**src/rtl/bp_nonsynth_cosim_arbiter_if.sv**
```systemverilog
// Commit-record bus between per-core commit taps and the shared checker port.
// master drives records/yumi (taps + checker side); slave is the arbiter.
interface bp_nonsynth_cosim_arbiter_if #(
    parameter int num_core_p     = 4,
    parameter int record_width_p = 128
);
    localparam int core_w_lp = (num_core_p > 1) ? $clog2(num_core_p) : 1;

    logic [num_core_p-1:0]                rec_v_i;
    logic [num_core_p*record_width_p-1:0] rec_data_i;
    logic [num_core_p-1:0]                rec_ready_o;
    logic                                 chk_v_o;
    logic [record_width_p-1:0]            chk_data_o;
    logic [core_w_lp-1:0]                 chk_core_o;
    logic                                 chk_yumi_i;

    modport master (
        output rec_v_i, rec_data_i, chk_yumi_i,
        input  rec_ready_o, chk_v_o, chk_data_o, chk_core_o
    );

    modport slave (
        input  rec_v_i, rec_data_i, chk_yumi_i,
        output rec_ready_o, chk_v_o, chk_data_o, chk_core_o
    );
endinterface

```
**src/rtl/bp_nonsynth_cosim_arbiter.sv**
```systemverilog
// Round-robin arbiter sharing one cosim checker port among per-core commit FIFOs.
// Ports: clk_i, reset_n_i (async low), en_i, freeze_i, finish_i, bus (slave:
// rec_v/rec_data/rec_ready, chk_v/chk_data/chk_core/chk_yumi), done_o,
// overrun_o, overrun_core_o, timeout_o. Optional stall watchdog: BP_COSIM_ARB_WATCHDOG_EN.
module bp_nonsynth_cosim_arbiter #(
    parameter int num_core_p     = 4,
    parameter int record_width_p = 128,
    parameter int lg_fifo_els_p  = 3,
    parameter int timeout_p      = 1024,
    localparam int core_w_lp     = (num_core_p > 1) ? $clog2(num_core_p) : 1
) (
    input  logic                  clk_i,
    input  logic                  reset_n_i,
    input  logic                  en_i,
    input  logic                  freeze_i,
    input  logic [num_core_p-1:0] finish_i,
    bp_nonsynth_cosim_arbiter_if.slave bus,
    output logic                  done_o,
    output logic                  overrun_o,
    output logic [core_w_lp-1:0]  overrun_core_o,
    output logic                  timeout_o
);
    localparam int els_lp = 1 << lg_fifo_els_p;
    localparam int lg_lp  = lg_fifo_els_p;

    if (num_core_p < 2 || lg_fifo_els_p < 1 || timeout_p < 1) begin : g_bad_cfg
        $error("bp_nonsynth_cosim_arbiter: bad parameters");
    end

    typedef enum logic [1:0] {IDLE, RUN, DRAIN, DONE} state_e;
    state_e state;

    logic [record_width_p-1:0] mem  [num_core_p][els_lp];
    logic [lg_lp:0]            wptr [num_core_p];
    logic [lg_lp:0]            rptr [num_core_p];

    logic [num_core_p-1:0] full, empty, enq, ovf, finished;
    logic [core_w_lp-1:0]  rr, gnt, ovf_core;
    logic                  gnt_v, active, out_v, deq_v;
    logic [lg_lp:0]        cnt;
    logic [core_w_lp:0]    sum;

    // Occupancy: difference of wrap-bit pointers; top bit set only when full.
    always_comb begin
        cnt   = '0;
        full  = '0;
        empty = '0;
        for (int i = 0; i < num_core_p; i++) begin
            cnt      = wptr[i] - rptr[i];
            full[i]  = cnt[lg_lp];
            empty[i] = (cnt == '0);
        end
    end

    assign bus.rec_ready_o = ~full & {num_core_p{state != DONE}};
    assign enq             = bus.rec_v_i & bus.rec_ready_o;
    assign ovf             = bus.rec_v_i & full & {num_core_p{state != DONE}};

    // First non-empty FIFO strictly after rr, wrapping.
    always_comb begin
        gnt_v = 1'b0;
        gnt   = '0;
        sum   = '0;
        for (int k = 1; k <= num_core_p; k++) begin
            sum = {1'b0, rr} + (core_w_lp+1)'(k);
            if (sum >= (core_w_lp+1)'(num_core_p))
                sum = sum - (core_w_lp+1)'(num_core_p);
            if (!gnt_v && !empty[sum[core_w_lp-1:0]]) begin
                gnt_v = 1'b1;
                gnt   = sum[core_w_lp-1:0];
            end
        end
    end

    // Lowest-index overrun wins.
    always_comb begin
        ovf_core = '0;
        for (int i = num_core_p - 1; i >= 0; i--)
            if (ovf[i]) ovf_core = core_w_lp'(i);
    end

    assign active         = (state == RUN) || (state == DRAIN);
    assign out_v          = active & ~freeze_i & gnt_v;
    assign deq_v          = out_v & bus.chk_yumi_i;
    assign bus.chk_v_o    = out_v;
    assign bus.chk_core_o = out_v ? gnt : '0;
    assign bus.chk_data_o = out_v ? mem[gnt][rptr[gnt][lg_lp-1:0]] : '0;

    always_ff @(posedge clk_i) begin
        for (int i = 0; i < num_core_p; i++)
            if (enq[i])
                mem[i][wptr[i][lg_lp-1:0]] <=
                    bus.rec_data_i[i*record_width_p +: record_width_p];
    end

    always_ff @(posedge clk_i or negedge reset_n_i) begin
        if (!reset_n_i) begin
            for (int i = 0; i < num_core_p; i++) begin
                wptr[i] <= '0;
                rptr[i] <= '0;
            end
            rr <= core_w_lp'(num_core_p - 1);
        end else begin
            for (int i = 0; i < num_core_p; i++)
                if (enq[i]) wptr[i] <= wptr[i] + 1'b1;
            if (deq_v) begin
                rptr[gnt] <= rptr[gnt] + 1'b1;
                rr        <= gnt;
            end
        end
    end

    always_ff @(posedge clk_i or negedge reset_n_i) begin
        if (!reset_n_i) begin
            state          <= IDLE;
            finished       <= '0;
            done_o         <= 1'b0;
            overrun_o      <= 1'b0;
            overrun_core_o <= '0;
        end else begin
            finished <= finished | finish_i;
            if (!overrun_o && |ovf) begin
                overrun_o      <= 1'b1;
                overrun_core_o <= ovf_core;
            end
            unique case (state)
                IDLE:    if (en_i) state <= RUN;
                RUN:     if (&finished) state <= DRAIN;
                DRAIN: begin
                    // Occupancy is pre-dequeue, so the last yumi edge
                    // does not complete; DONE follows one cycle later.
                    if (&empty && ~|enq) begin
                        state  <= DONE;
                        done_o <= 1'b1;
                    end
                end
                DONE:    state <= DONE;
                default: state <= IDLE;
            endcase
        end
    end

`ifndef SYNTHESIS
    yumi_legal_a: assert property (
        @(posedge clk_i) disable iff (!reset_n_i)
        bus.chk_yumi_i |-> bus.chk_v_o
    );
`endif

`ifdef BP_COSIM_ARB_WATCHDOG_EN
    localparam int wd_w_lp = $clog2(timeout_p + 1);
    logic [wd_w_lp-1:0] wd_cnt;

    always_ff @(posedge clk_i or negedge reset_n_i) begin
        if (!reset_n_i) begin
            wd_cnt    <= '0;
            timeout_o <= 1'b0;
        end else if (!out_v || bus.chk_yumi_i) begin
            wd_cnt <= '0;
        end else if (wd_cnt != wd_w_lp'(timeout_p)) begin
            wd_cnt <= wd_cnt + 1'b1;
            if (wd_cnt == wd_w_lp'(timeout_p - 1) && !timeout_o) begin
                timeout_o <= 1'b1;
                $display("COSIM_ARB: checker stall, core %d", gnt);
            end
        end
    end
`else
    assign timeout_o = 1'b0;
`endif
endmodule

```
**src/flat_wrapper.sv**
```systemverilog
// flat-port wrapper written by rule: the top's interface ports become plain ports
module bp_nonsynth_cosim_arbiter_flat 
#(
    parameter int num_core_p     = 4,
    parameter int record_width_p = 128,
    parameter int lg_fifo_els_p  = 3,
    parameter int timeout_p      = 1024,
    localparam int core_w_lp     = (num_core_p > 1) ? $clog2(num_core_p) : 1
)
  (clk_i, reset_n_i, en_i, freeze_i, finish_i, done_o, overrun_o, overrun_core_o, timeout_o, bus_rec_v_i, bus_rec_data_i, bus_chk_yumi_i, bus_rec_ready_o, bus_chk_v_o, bus_chk_data_o, bus_chk_core_o);
  bp_nonsynth_cosim_arbiter_if #(.num_core_p(num_core_p), .record_width_p(record_width_p)) bus_i ();
  input  logic clk_i;
  input  logic reset_n_i;
  input  logic en_i;
  input  logic freeze_i;
  input  logic [num_core_p-1:0] finish_i;
  output logic done_o;
  output logic overrun_o;
  output logic [core_w_lp-1:0] overrun_core_o;
  output logic timeout_o;
  input wire logic [$bits(bus_i.rec_v_i)-1:0] bus_rec_v_i;
  input wire logic [$bits(bus_i.rec_data_i)-1:0] bus_rec_data_i;
  input wire logic [$bits(bus_i.chk_yumi_i)-1:0] bus_chk_yumi_i;
  output wire logic [$bits(bus_i.rec_ready_o)-1:0] bus_rec_ready_o;
  output wire logic [$bits(bus_i.chk_v_o)-1:0] bus_chk_v_o;
  output wire logic [$bits(bus_i.chk_data_o)-1:0] bus_chk_data_o;
  output wire logic [$bits(bus_i.chk_core_o)-1:0] bus_chk_core_o;
  assign bus_i.rec_v_i = bus_rec_v_i;
  assign bus_i.rec_data_i = bus_rec_data_i;
  assign bus_i.chk_yumi_i = bus_chk_yumi_i;
  assign bus_rec_ready_o = bus_i.rec_ready_o;
  assign bus_chk_v_o = bus_i.chk_v_o;
  assign bus_chk_data_o = bus_i.chk_data_o;
  assign bus_chk_core_o = bus_i.chk_core_o;
  bp_nonsynth_cosim_arbiter #(.num_core_p(num_core_p), .record_width_p(record_width_p), .lg_fifo_els_p(lg_fifo_els_p), .timeout_p(timeout_p)) u_core (.clk_i(clk_i), .reset_n_i(reset_n_i), .en_i(en_i), .freeze_i(freeze_i), .finish_i(finish_i), .bus(bus_i), .done_o(done_o), .overrun_o(overrun_o), .overrun_core_o(overrun_core_o), .timeout_o(timeout_o));
endmodule
```
**config.mk**
```make
export PLATFORM = sky130hd
export DESIGN_NAME = bp_nonsynth_cosim_arbiter_flat
export DESIGN_NICKNAME = d
export VERILOG_FILES = /design/src/rtl/bp_nonsynth_cosim_arbiter_if.sv /design/src/rtl/bp_nonsynth_cosim_arbiter.sv /design/src/flat_wrapper.sv
export SDC_FILE = /design/constraint.sdc
export NUM_CORES = 2
export LEC_CHECK = 0
export CAP_MARGIN = 10
export CORE_ASPECT_RATIO = 1.1
export CORE_MARGIN = 8
export CORE_UTILIZATION = 27
export CTS_BUF_LIST = sky130_fd_sc_hd__clkbuf_2
export CTS_CLUSTER_DIAMETER = 40
export DETAILED_ROUTE_END_ITERATION = 10
export HOLD_SLACK_MARGIN = 0.03
export PLACE_DENSITY = 0.44
export SLEW_MARGIN = 20
export SYNTH_ARGS = -nofsm -noshare
export SYNTH_HDL_FRONTEND = slang
export SYNTH_SLANG_ARGS = --single-unit
```
**constraint.sdc**
```tcl
create_clock -name clk_i -period 15.13 [get_ports clk_i]
set_input_delay 4.539 -clock clk_i [delete_from_list [all_inputs] [get_ports clk_i]]
set_output_delay 4.539 -clock clk_i [all_outputs]
set_load 0.01 [all_outputs]
```
==> flow_summary_export.csv <==
group,metric,value,unit
outcome,status,"complete, no violations",
die,die_area,622000,um^2
critical_path,crit_path_max_fanout,116,
global_route,grt_pass1_vias,108000,
sta,tightest_slew,1.26,ns
sta,fmax,69.5,MHz
critical_path,r2r_slack,9.74,ns
finish,drive_gt1_share,16.1,%
sta,max_slew_margin,15.9,%
critical_path,cpMostUsedCell,"buf_4",
cts,cts_setup_buffers,0,
power_and_ir_drop,pwr_density_cell,112,nW/um^2
logic_synthesis,async_flop_share,1.06,%
critical_path,crit_path_top_delay_cell,"o2111a_4",
power_and_ir_drop,leakage,67.4,nW
placed_design,port_buffers,663,
global_route,grt_max_degree,204,
route,ant_nets,0,
sta,hold_slack,0.467,ns
cts,cts_sinks,4140,
finish,area_delta_synth_final,16.0,%
die,pin_count,665,
route,first_iter_violations,10300,
finish,final_common_cell,"edfxtp_1",
cts,cts_buffer_depth,5,
logic_synthesis,netlist_area,161000,um^2
route,avgViaCountPerCell,5.18,
logic_synthesis,synth_edf_count,4096,
min_path,worst_hold_path_type,"flip-flop to flip-flop",
critical_path,cp_top_family,"buffers and inverters",
logic_synthesis,synth_warnings,0,
global_route,grt_pass1_wl,881000,um
sta,rsz0062_at_grt,"false",
route,dr_total_vias,109000,
global_route,use_met1,25.2,%
global_route,use_met2,33.6,%
global_route,grtUsageMet3,5.33,%
sta,fin_worst_skew,0.244,ns
global_route,overflow,0,
die,row_count,297,
route,drt_pass1_iterations,6,
critical_path,arrival,9.86,ns
finish,final_nets,12800,
global_route,gr-usage-all-layers,20.1,%
finish,stdcell_count,21000,
placed_design,gp_congestion,0.748,
die,fp.dieW,753,um
critical_path,rr_worst_depth,11,
placed_design,dp_hpwl,336000,um
cts,numCtsBuffers,1198,
min_path,worstHoldEndpoint,"u_core.finished[0]",
logic_synthesis,synth_ff_type,"edfxtp_1",
cts,holdBufCountCts,0,
min_path,hp-start,"u_core.finished[0]",
critical_path,r2r_end,"u_core.mem[2][454]",
critical_path,required,10.59,ns
logic_synthesis,yosys-top-cells-area,"edfxtp_1 76%, a21oi_1 6.4%, a221oi_1 5.6%, nand2_1 4.9%, o21bai_1 2.4%",
critical_path,rr_startpoint,"u_core.wptr[6]",
sta,fin_ws,0.736,ns
sta,hold_viol,0,
logic_synthesis,ys_seq_area_share,77.0,%
finish,final_cell_mix,"4096 x edfxtp_1, 2087 x nand2_1, 2061 x a21oi_1, 1730 x clkbuf_2, 1024 x a221oi_1",
sta,period_minus_slack,14.39,ns
cts,cts-root-buf,"clkbuf_2",
die,start_util,27.1,%
placed_design,dp_cells,19000,
critical_path,worstSetupPathType,"flip-flop to output port",
critical_path,crit_path_max_incr_delay,0.89,ns
logic_synthesis,synth_cell_types,59,
logic_synthesis,syn-num-nets,11600,
global_route,grt.busiest_layer,"met2",
flow_run,maxCapViolCount,0,
sta,drv_slew,0,
die,fp.dieH,826,um
sta,min_period_over_period,95.1,%
route,avgRoutedWirePerCell,30.8,um
die,core,595000,um^2
finish,final_area,187000,um^2
cts,clk_pin_slew_worst_paths,0.07,ns
cts,htree_levels,7,
logic_synthesis,syn_avg_cell_area,14.6,um^2
critical_path,path_buf_inv,6,
placed_design,placed_cell_area,177000,um^2
placed_design,place_ws,2.35,ns
power_and_ir_drop,ir_drop,72.6,uV
finish,final_core_util,31.4,%
logic_synthesis,ys_ff_latch,4140,
cts,clkLatencyLatePin,2.42,ns
critical_path,start_kind,"flip-flop",
min_path,min_path_cells,1,
cts,cts_tree,"built",
route,routed_wl,647000,um
route,drc,0,
logic_synthesis,yosys.area.top_type_share,76.3,%
critical_path,crit_chain,"inv_1, ha_1, nand3b_1, a21oi_1, o2111ai_1, a32oi_1, o2111a_4, buf_4, buf_12, buf_4, buf_4, a21oi_1, a221oi_1, o21bai_1, nand4_1, clkdlybuf4s50_1",
critical_path,crit_path_end_kind,"output port",
cts,ctsResizeCount,0,
logic_synthesis,postSynthCellCount,11000,
logic_synthesis,yosys.area.top_type,"edfxtp_1",
sta,finalSetupViolCount,0,
global_route,grt_antenna_before_repair,202,
synth_stat cells, types with 3 or more instances:
cell and instances:
nor2b_1 5, nand4_1 129, buf_6 4, xor2_1 10, nand2b_1 3, edfxtp_1 4096, a21oi_1 2061, a221oi_1 1024
mux2_2 3, buf_4 51, xnor2_1 20, nor4b_1 5, nor3_2 3, nor3_1 16, o21bai_1 512, inv_1 15
clkbuf_1 466, mux2i_1 5, nor4_1 8, nor3b_1 4, and2_1 5, nand3b_1 3, nor2_1 18, nand3_1 6
ha_1 22, dfrtp_1 42, nand2_1 2087, and3_1 3, buf_1 50, buf_2 282, or2_2 5, o21ai_0 9
area by class of cell:
cell class / count / area [um^2]
Fill cell: 60000 / 408000
Sequential cell: 4140 / 124000
Multi-Input combinational cell: 5998 / 33600
Tap cell: 7923 / 9910
Timing Repair Buffer: 910 / 9230
Clock buffer: 1730 / 8660
Clock inverter: 211 / 1100
Antenna cell: 102 / 255
Inverter: 17 / 71.3
worst reg2reg max path, stage by stage, from the launching register on:
cell      delay, ns
dfrtp_1        0.56
ha_1           0.35
nor2b_1        0.16
a221oi_2       0.26
xnor2_1        0.21
nor2_1         0.24
and2_1         0.29
nand2_1        0.22
nor3_2         0.17
buf_4          0.76
buf_4          0.61
buf_4          0.94
registers in the layout, indices dropped and copies added (netlist names):
| name | cells |
|---|---|
| u_core.wptr | 16 |
| u_core.done_o | 1 |
| u_core.mem | 4096 |
| u_core.rptr | 16 |
| u_core.finished | 4 |
| u_core.overrun_o | 1 |
| u_core.rr | 2 |
| u_core.overrun_core_o | 2 |
| u_core.state | 2 |
per-stage QoR:
| stage | TNS (ns) | total power, mW |
|---|---|---|
| after floorplan | -2581.77 | 12.8 |
| after global placement | 0 | 13.2 |
| final | 0 | 20.9 |
| after global routing | 0 | 21.8 |
| after detailed placement | 0 | 13.2 |
| after CTS | 0 | 21.2 |
power breakdown:
group / switching [mW] / internal (mW)
Clock: 4.80 / 3.17
Combinational: 0.231 / 0.120
Sequential: 0.0000000000000000111 / 12.6
cells by family (layout without fill, tap and decap cells):
kind of cell             count (synthesis)  after routing  synth area share [%]
AO/OA/AOI/OAI                         3624           3624                  14.5
XOR/XNOR                                30             30                 0.163
adder cells (fa/ha/maj)                 22             22                 0.171
buffers and inverters                  872           2868                  2.39
flip-flops                            4140           4140                  77.0
multiplexers                            12             12                0.0877
other                                    1            103               0.00233
AND/OR/NAND/NOR                       2309           2309                  5.71
routing by layer:
layer / vias up / part of all wire, %
met2: 4880 / 49
met4: 108 / 2.6
met5: - / 0.10
met1: 56700 / 41
li1: 46200 / -
met3: 1158 / 7.4
worst max path at each step:
stage                    from                  to  slack [ns]  cells past startpoint
6_report       u_core.wptr[0]  bus_chk_data_o[45]        0.74                     16
5_1_grt        u_core.wptr[0]  bus_chk_data_o[36]        0.14                     16
4_1_cts        u_core.wptr[0]  bus_chk_data_o[36]        0.31                     16
3_5_place_dp         freeze_i  bus_chk_data_o[53]        2.35                      8
3_3_place_gp         freeze_i  bus_chk_data_o[53]        2.37                      8
2_1_floorplan  bus_rec_v_i[3]  u_core.mem[3][768]       -2.55                      2
Note: power is estimated with default switching activity, not from simulation.
